==> src/rtl/hilo_pkg.sv <==
// Shared definitions for the HI/LO iterative divider: FSM state encoding
// and default sizing constants.
package hilo_pkg;

    // Default operand / result width (MIPS GPR width).
    localparam int DIV_WIDTH = 32;

    // Iteration counter width for the default operand width.
    localparam int CNT_WIDTH = $clog2(DIV_WIDTH);

    // Divider sequencing states.
    typedef enum logic [1:0] {
        IDLE = 2'd0,
        RUN  = 2'd1,
        FIX  = 2'd2
    } state_t;

endpackage

==> src/rtl/div_step.sv <==
// One restoring shift-subtract iteration: shift the next dividend bit into
// the partial remainder, trial-subtract the divisor, keep or restore.
module div_step #(
    parameter int WIDTH = 32
) (
    input  logic [WIDTH-1:0] rem_in,
    input  logic             bit_in,
    input  logic [WIDTH-1:0] divisor,
    output logic [WIDTH-1:0] rem_out,
    output logic             q_bit
);

    logic [WIDTH:0]   shifted;
    logic [WIDTH-1:0] diff;

    // Trial subtract; when there is no borrow the true difference is below
    // the divisor, so its low WIDTH bits are the whole result.
    always_comb begin
        shifted = {rem_in, bit_in};
        q_bit   = (shifted >= {1'b0, divisor});
        diff    = shifted[WIDTH-1:0] - divisor;
        rem_out = q_bit ? diff : shifted[WIDTH-1:0];
    end

endmodule

==> src/rtl/hilo_divider.sv <==
// Iterative DIV/DIVU unit with HI (remainder) and LO (quotient) registers.
// Magnitudes are divided one bit per clock; signs are applied in a final
// FIX cycle so every operation takes the same 33 clocks.
module hilo_divider
    import hilo_pkg::*;
#(
    parameter int WIDTH = DIV_WIDTH
) (
    input  logic             clk,
    input  logic             reset,
    input  logic             start,
    input  logic             is_signed,
    input  logic [WIDTH-1:0] dividend,
    input  logic [WIDTH-1:0] divisor,
    output logic             busy,
    output logic             done,
    output logic [WIDTH-1:0] hi,
    output logic [WIDTH-1:0] lo,
    output logic             div_by_zero
);

    localparam int CW = $clog2(WIDTH);

    state_t           state_reg;
    logic [CW-1:0]    cnt_reg;
    logic [WIDTH-1:0] rem_reg;
    logic [WIDTH-1:0] quo_reg;      // dividend bits shift out, quotient bits shift in
    logic [WIDTH-1:0] dvs_reg;
    logic             qsign_reg;
    logic             rsign_reg;
    logic             dz_reg;
    logic             busy_reg;
    logic             done_reg;
    logic             dbz_reg;
    logic [WIDTH-1:0] hi_reg;
    logic [WIDTH-1:0] lo_reg;

    logic             dvd_neg;
    logic             dvs_neg;
    logic [WIDTH-1:0] dvd_abs;
    logic [WIDTH-1:0] dvs_abs;
    logic [WIDTH-1:0] rem_next;
    logic             q_bit;
    logic [WIDTH-1:0] lo_next;
    logic [WIDTH-1:0] hi_next;

    // Operand magnitudes at issue and sign-corrected results for FIX.
    // A zero divisor forces LO to all ones; HI naturally returns the
    // original dividend because the remainder then equals |dividend|.
    always_comb begin
        dvd_neg = is_signed & dividend[WIDTH-1];
        dvs_neg = is_signed & divisor[WIDTH-1];
        dvd_abs = dvd_neg ? -dividend : dividend;
        dvs_abs = dvs_neg ? -divisor : divisor;
        lo_next = dz_reg ? '1 : (qsign_reg ? -quo_reg : quo_reg);
        hi_next = rsign_reg ? -rem_reg : rem_reg;
    end

    div_step #(
        .WIDTH (WIDTH)
    ) u_step (
        .rem_in  (rem_reg),
        .bit_in  (quo_reg[WIDTH-1]),
        .divisor (dvs_reg),
        .rem_out (rem_next),
        .q_bit   (q_bit)
    );

    // Sequencer: capture in IDLE, one quotient bit per RUN cycle, sign fix-up
    // and result registration in FIX.
    always_ff @(posedge clk) begin
        if (reset) begin
            state_reg <= IDLE;
            cnt_reg   <= '0;
            rem_reg   <= '0;
            quo_reg   <= '0;
            dvs_reg   <= '0;
            qsign_reg <= 1'b0;
            rsign_reg <= 1'b0;
            dz_reg    <= 1'b0;
            busy_reg  <= 1'b0;
            done_reg  <= 1'b0;
            dbz_reg   <= 1'b0;
            hi_reg    <= '0;
            lo_reg    <= '0;
        end else begin
            done_reg <= 1'b0;
            case (state_reg)
                IDLE: begin
                    if (start) begin
                        quo_reg   <= dvd_abs;
                        dvs_reg   <= dvs_abs;
                        rem_reg   <= '0;
                        cnt_reg   <= CW'(WIDTH - 1);
                        qsign_reg <= dvd_neg ^ dvs_neg;
                        rsign_reg <= dvd_neg;
                        dz_reg    <= (divisor == '0);
                        busy_reg  <= 1'b1;
                        state_reg <= RUN;
                    end
                end
                RUN: begin
                    rem_reg <= rem_next;
                    quo_reg <= {quo_reg[WIDTH-2:0], q_bit};
                    if (cnt_reg == '0) begin
                        state_reg <= FIX;
                    end else begin
                        cnt_reg <= cnt_reg - 1'b1;
                    end
                end
                FIX: begin
                    lo_reg    <= lo_next;
                    hi_reg    <= hi_next;
                    dbz_reg   <= dz_reg;
                    done_reg  <= 1'b1;
                    busy_reg  <= 1'b0;
                    state_reg <= IDLE;
                end
                default: begin
                    state_reg <= IDLE;
                    busy_reg  <= 1'b0;
                end
            endcase
        end
    end

    assign busy        = busy_reg;
    assign done        = done_reg;
    assign hi          = hi_reg;
    assign lo          = lo_reg;
    assign div_by_zero = dbz_reg;

endmodule
==> config.mk <==
export PLATFORM = sky130hd
export DESIGN_NAME = hilo_divider
export DESIGN_NICKNAME = d
export VERILOG_FILES = /design/src/rtl/hilo_pkg.sv /design/src/rtl/div_step.sv /design/src/rtl/hilo_divider.sv
export SDC_FILE = /design/constraint.sdc
export NUM_CORES = 1
export LEC_CHECK = 0
export CAP_MARGIN = 15
export CORE_MARGIN = 2
export CORE_UTILIZATION = 50
export DETAILED_ROUTE_END_ITERATION = 7
export PLACE_DENSITY = 0.77
export SLEW_MARGIN = 15
export SYNTH_ARGS = -nofsm -noshare
export SYNTH_HDL_FRONTEND = slang
export SYNTH_SLANG_ARGS = --single-unit
==> constraint.sdc <==
create_clock -name clk -period 9 [get_ports clk]
set_clock_uncertainty 0.05 [all_clocks]
set_input_delay 1.35 -clock clk [delete_from_list [all_inputs] [get_ports clk]]
set_output_delay 1.35 -clock clk [all_outputs]
set_load 0.02 [all_outputs]
* Yosys cells after proc, flatten, opt, wreduce, memory -nomap -nowiden
Cells that the tools add are included.
** Storage, ports and cells
- Output and inout port bits :: 67
- Input port bits :: 68
- Logic and storage cells :: 57
- Flip-flop bits (word level) :: 173
** Operators by class
- Reductions and logical operators :: 9
- Bitwise operators :: 4
- Magnitude comparators :: 1
- Muxes and demuxes :: 19
- Equal/unequal tests :: 5
- $add $sub $neg :: 6
** Operators by type and width (count)
- 2-to-1 mux 32 bit :: 8
- negator 32 bit :: 4
- one-hot mux 32 bit (2 select lines) :: 2
- >= comparator 33 x 32 -> 1 bit :: 1
- logical NOT 32 bit :: 1
- subtractor 32 bit :: 1
- 2-to-1 mux 5 bit :: 2
- one-hot mux 5 bit (2 select lines) :: 1
- AND reduction 2 bit :: 4
- != test 2 bit, second input constant :: 3
- logical NOT 5 bit :: 1
- subtractor 5 x 1 -> 5 bit, second input constant :: 1
- 2-to-1 mux 2 bit :: 2
- one-hot mux 2 bit (2 select lines) :: 1
- AND reduction 3 bit :: 1
- AND 1 bit :: 2
- == test 2 x 1 -> 1 bit, second input constant :: 1
- == test 2 bit, second input constant :: 1
- logical NOT 2 bit :: 1
- 2-to-1 mux 1 bit :: 2
- one-hot mux 1 bit (2 select lines) :: 1
- nonzero test 2 bit :: 1
- inverter 1 bit :: 1
- bitwise XOR 1 bit :: 1

* Depth between registers and ports, before layout
- Depth after elaboration :: 4
- Depth in mapped cells :: 14

* Hierarchy
Synthesis repeated with hierarchy kept, for this count alone.
** Unflattened totals
- Cell total of the unflattened synthesis :: 1319
- Area total of the unflattened synthesis :: 11035.6 µm²
** By module, submodules not included
- hilo_divider :: cells each 1016, area an instance 8705.8 µm², instances 1
- div_step :: cells each 303, area an instance 2329.7 µm², instances 1

* Least setup slack after synthesis
OpenSTA, ideal clock, no wires.
- Path kind :: in2reg
- Start :: input port dividend[14]
- End :: register quo_reg[29]
- Buffers on the path :: 0
- Data arrival time :: 3668 ps
- Data required time :: 8820 ps
- Setup slack :: 5152 ps
- Stages on the path :: 8
- Library setup time :: 130 ps
- Path through :: or4_1 or3_1 nor4_1 and2_1 or3b_1 o31ai_1 xor2_1 o22ai_1
** Between the ends
- Word-level cells in the longest chain between the ends :: 4
** RTL lines
- start, declared :: RTL line hilo_divider.sv:13 : input logic [WIDTH-1:0] dividend,
- negator 32 bit :: RTL line hilo_divider.sv:53 : dvd_abs = dvd_neg ? -dividend : dividend;
- 2-to-1 mux 32 bit :: RTL line hilo_divider.sv:53
- 2-to-1 mux 32 bit :: RTL line hilo_divider.sv:90 : if (start) begin
- one-hot mux 32 bit (2 select lines) :: RTL line hilo_divider.sv:88 : case (state_reg)
- end signal, assigned :: RTL line hilo_divider.sv:91 : quo_reg <= dvd_abs;
- end signal, assigned :: RTL line hilo_divider.sv:104 : quo_reg <= {quo_reg[WIDTH-2:0], q_bit};
- end, declared :: RTL line hilo_divider.sv:27 : logic [WIDTH-1:0] quo_reg;
No other way between the ends. The select of a mux whose other input is x is not followed.
A chain may end at the register's enable or synchronous reset.

* Worst setup path after layout
- Start :: input port dividend[12]
- End :: register quo_reg[29]
The elaborated chain is that of the path after synthesis.

==> out/results.ini <==
[status]
status=complete, no violations

[clock_tree]
clockRootBuffer=clkbuf_16
post_cts_buffers=0
holdBufCountCts=0
cts.repair.resized=0
tritoncts=done
clock_latency_ns=0.43
htree_levels=4
cts_buffers=17
clockBufferDepth=2
cts.sinks=173
clk_transition_reported_paths_ns=0.07

[grt]
globalRouteTotalUtil_pct=24.53
antenna_found_initial=0
grt_max_degree=98
gr-total-overflow=0
grt_pass1_wl_um=44970
grt_pass1_vias=8910

[floorplan]
io_pins=135
num_rows=53
die_x_um=150.1
initial_utilization_pct=50.80
die_area_mm2=0.02254
core_mm2=0.02102
die_y_um=150.1

[setup_path]
reg2reg_to=rem_reg[31]$_SDFFE_PP0P_
critPathLaunch=dividend[12]
r2r_setup_slack_ns=5.18
r2r_start=rem_reg[3]$_SDFFE_PP0P_
crit_end=quo_reg[29]$_SDFFE_PP0P_
reg2reg_depth=11
critPathKind=input pin to register
startpoint_type=input pin
cp.required_ns=9.25
arrival_ns=4.39
crit_path_end_kind=register
path_max_fanout=4

[sta]
worst_pin_slew_ns=1.091
timing_hold_violations_final=0
maxSlewHeadroom_pct=27.17
min_period_over_period_pct=46.03
fin_crit_ns=4.143
max_freq_ghz=0.2414
rsz0062_at_grt=false
finalSetupViolCount=0
setup-tns-final_ns=0
hold_slack_ns=0.4063
drv_slew=0

[route]
via_count=9967
drt_first_iter_violations=784
routedWlPerCell_um=16.02
ant_nets=0
drc=0
viasPerCell=5.778
routed_wl_um=27640
firstDrtPassIters=5

[worst_hold_path]
hold_path_class=register to register
worstHoldStart=hi[16]$_SDFFE_PP0P_

[cells_and_area]
area_growth_pct=19.60
fill_cells=1858
mostFrequentLayoutCells=173 x dfxtp_1, 142 x nand2_1, 137 x nor2_1, 133 x clkdlybuf4s50_1, 104 x a21oi_1
nets=1544
seq_area_mm2=0.003463
multiInputGateArea_mm2=0.006750
diodes=0
final_util_pct=60.76
drive_gt1_share_pct=4.276
final_common_cell=dfxtp_1

[power]
p_leak_nw=4.898
ir_worst_vdd_mv=0.1295
cellPowerDensity_mw_per_mm2=161.3

[synthesis]
synth-main-ff-cell=dfxtp_1
syn_area_mm2=0.01068
synth_fp_nets=1463
yosys.cell_types.count=62
synth_seq_cells=173
yosysWarnings=0
synth_edf_count=0
syn_avg_cell_area_um2=7.875
syn-instance-count=1356
async_flop_share_pct=0
ys_seq_area_share_pct=32.43

[job]
cap_violations=0

[placement]
hpwlAfterDp_um=20870
place.gp.congestion=0.9678
io_buffers=134

-- per-stage QoR --
| stage | setup slack [ns] | instances | total power, W | area, µm² |
|---|---|---|---|---|
| CTS | 4.870 | 1725 | 0.002066 | 12770 |
| global route | 4.625 | 1725 | 0.002156 | 12770 |
| floorplan | 5.152 | 1356 | 0.001165 | 10680 |
| finish | 4.857 | 1725 | 0.002061 | 12770 |
| global placement | 4.454 | 1693 | 0.001295 | 12150 |
| detailed placement | 4.429 | 1693 | 0.001303 | 12150 |
-- layer usage --
| metal | track usage (%) | wire length (µm) | vias up |
|---|---|---|---|
| met5 | 0 | 0 | - |
| met4 | 6.132 | 327 | 0 |
| met3 | 3.455 | 1537 | 22 |
| met2 | 35.64 | 11560 | 286 |
| met1 | 37.85 | 14220 | 4603 |
| li1 | - | - | 5056 |
-- cell families after synthesis --
kind of cell	count (synthesis)	synth area share [%]
AND/OR/NAND/NOR	446	19.74
AO/OA/AOI/OAI	393	23.97
flip-flops	173	32.43
XOR/XNOR	143	11.73
buffers and inverters	132	4.675
adder cells (fa/ha/maj)	39	4.640
multiplexers	30	2.812
-- layout make-up --
cell class	instances	area share, %
flip-flops and latches	173	27.12
inverters	52	1.528
clock buffers	18	3.438
clock inverters	14	1.420
well taps	275	2.694
multi-input cells	1051	52.85
repair buffers	142	10.95
-- report_power, final --
part / switching (W) / internal, W
logic: 0.000249 / 0.000189
clock network: 0.000319 / 0.000450
registers: 0.0000469 / 0.000807
total: 0.000615 / 0.00145
-- Yosys cell counts, types with 6 or more instances --
master    instances  share of area [%]
o41ai_1          15                1.2
a21oi_1         104                4.9
or3_1            19                1.1
o31ai_1          32                2.2
nor3_1           43                2.0
a31oi_1           6               0.35
nor2b_1          11               0.64
o22ai_1          24                1.4
a22oi_1          29                2.0
and3_1            9               0.53
dfxtp_1         173                 32
nor2_1          138                4.9
or4_1            13               0.91
buf_1             7               0.25
a211oi_1         50                3.5
nand2_1         142                5.0
o21ai_0          77                3.6
xnor2_1          78                6.4
xor2_1           65                5.3
nand2b_1         12               0.70
mux2i_1          30                2.8
inv_1            52                1.8
ha_1             38                4.5
nor4_1           12               0.70
a21o_1           14               0.98
clkbuf_1         70                2.5
nand3_1          13               0.61
-- critical path, stage by stage --
cell	delay, ns
clkdlybuf4s50_1	0.48
or4_1	0.59
or3_1	0.37
nor4_1	0.43
and2_1	0.23
or3b_1	0.40
o31ai_1	0.26
xor2_1	0.18
o22ai_1	0.09
-- how the worst min path moves through the flow --
stage	to	slack [ns]	cells past startpoint
after floorplan	dvs_reg[15]$_SDFFE_PP0P_	0.38	2
after global placement	hi[18]$_SDFFE_PP0P_	0.39	2
after detailed placement	hi[16]$_SDFFE_PP0P_	0.40	2
after CTS	hi[22]$_SDFFE_PP0P_	0.41	2
after global routing	hi[18]$_SDFFE_PP0P_	0.41	2
final	hi[16]$_SDFFE_PP0P_	0.41	2
Note: power is estimated with default switching activity, not from simulation.
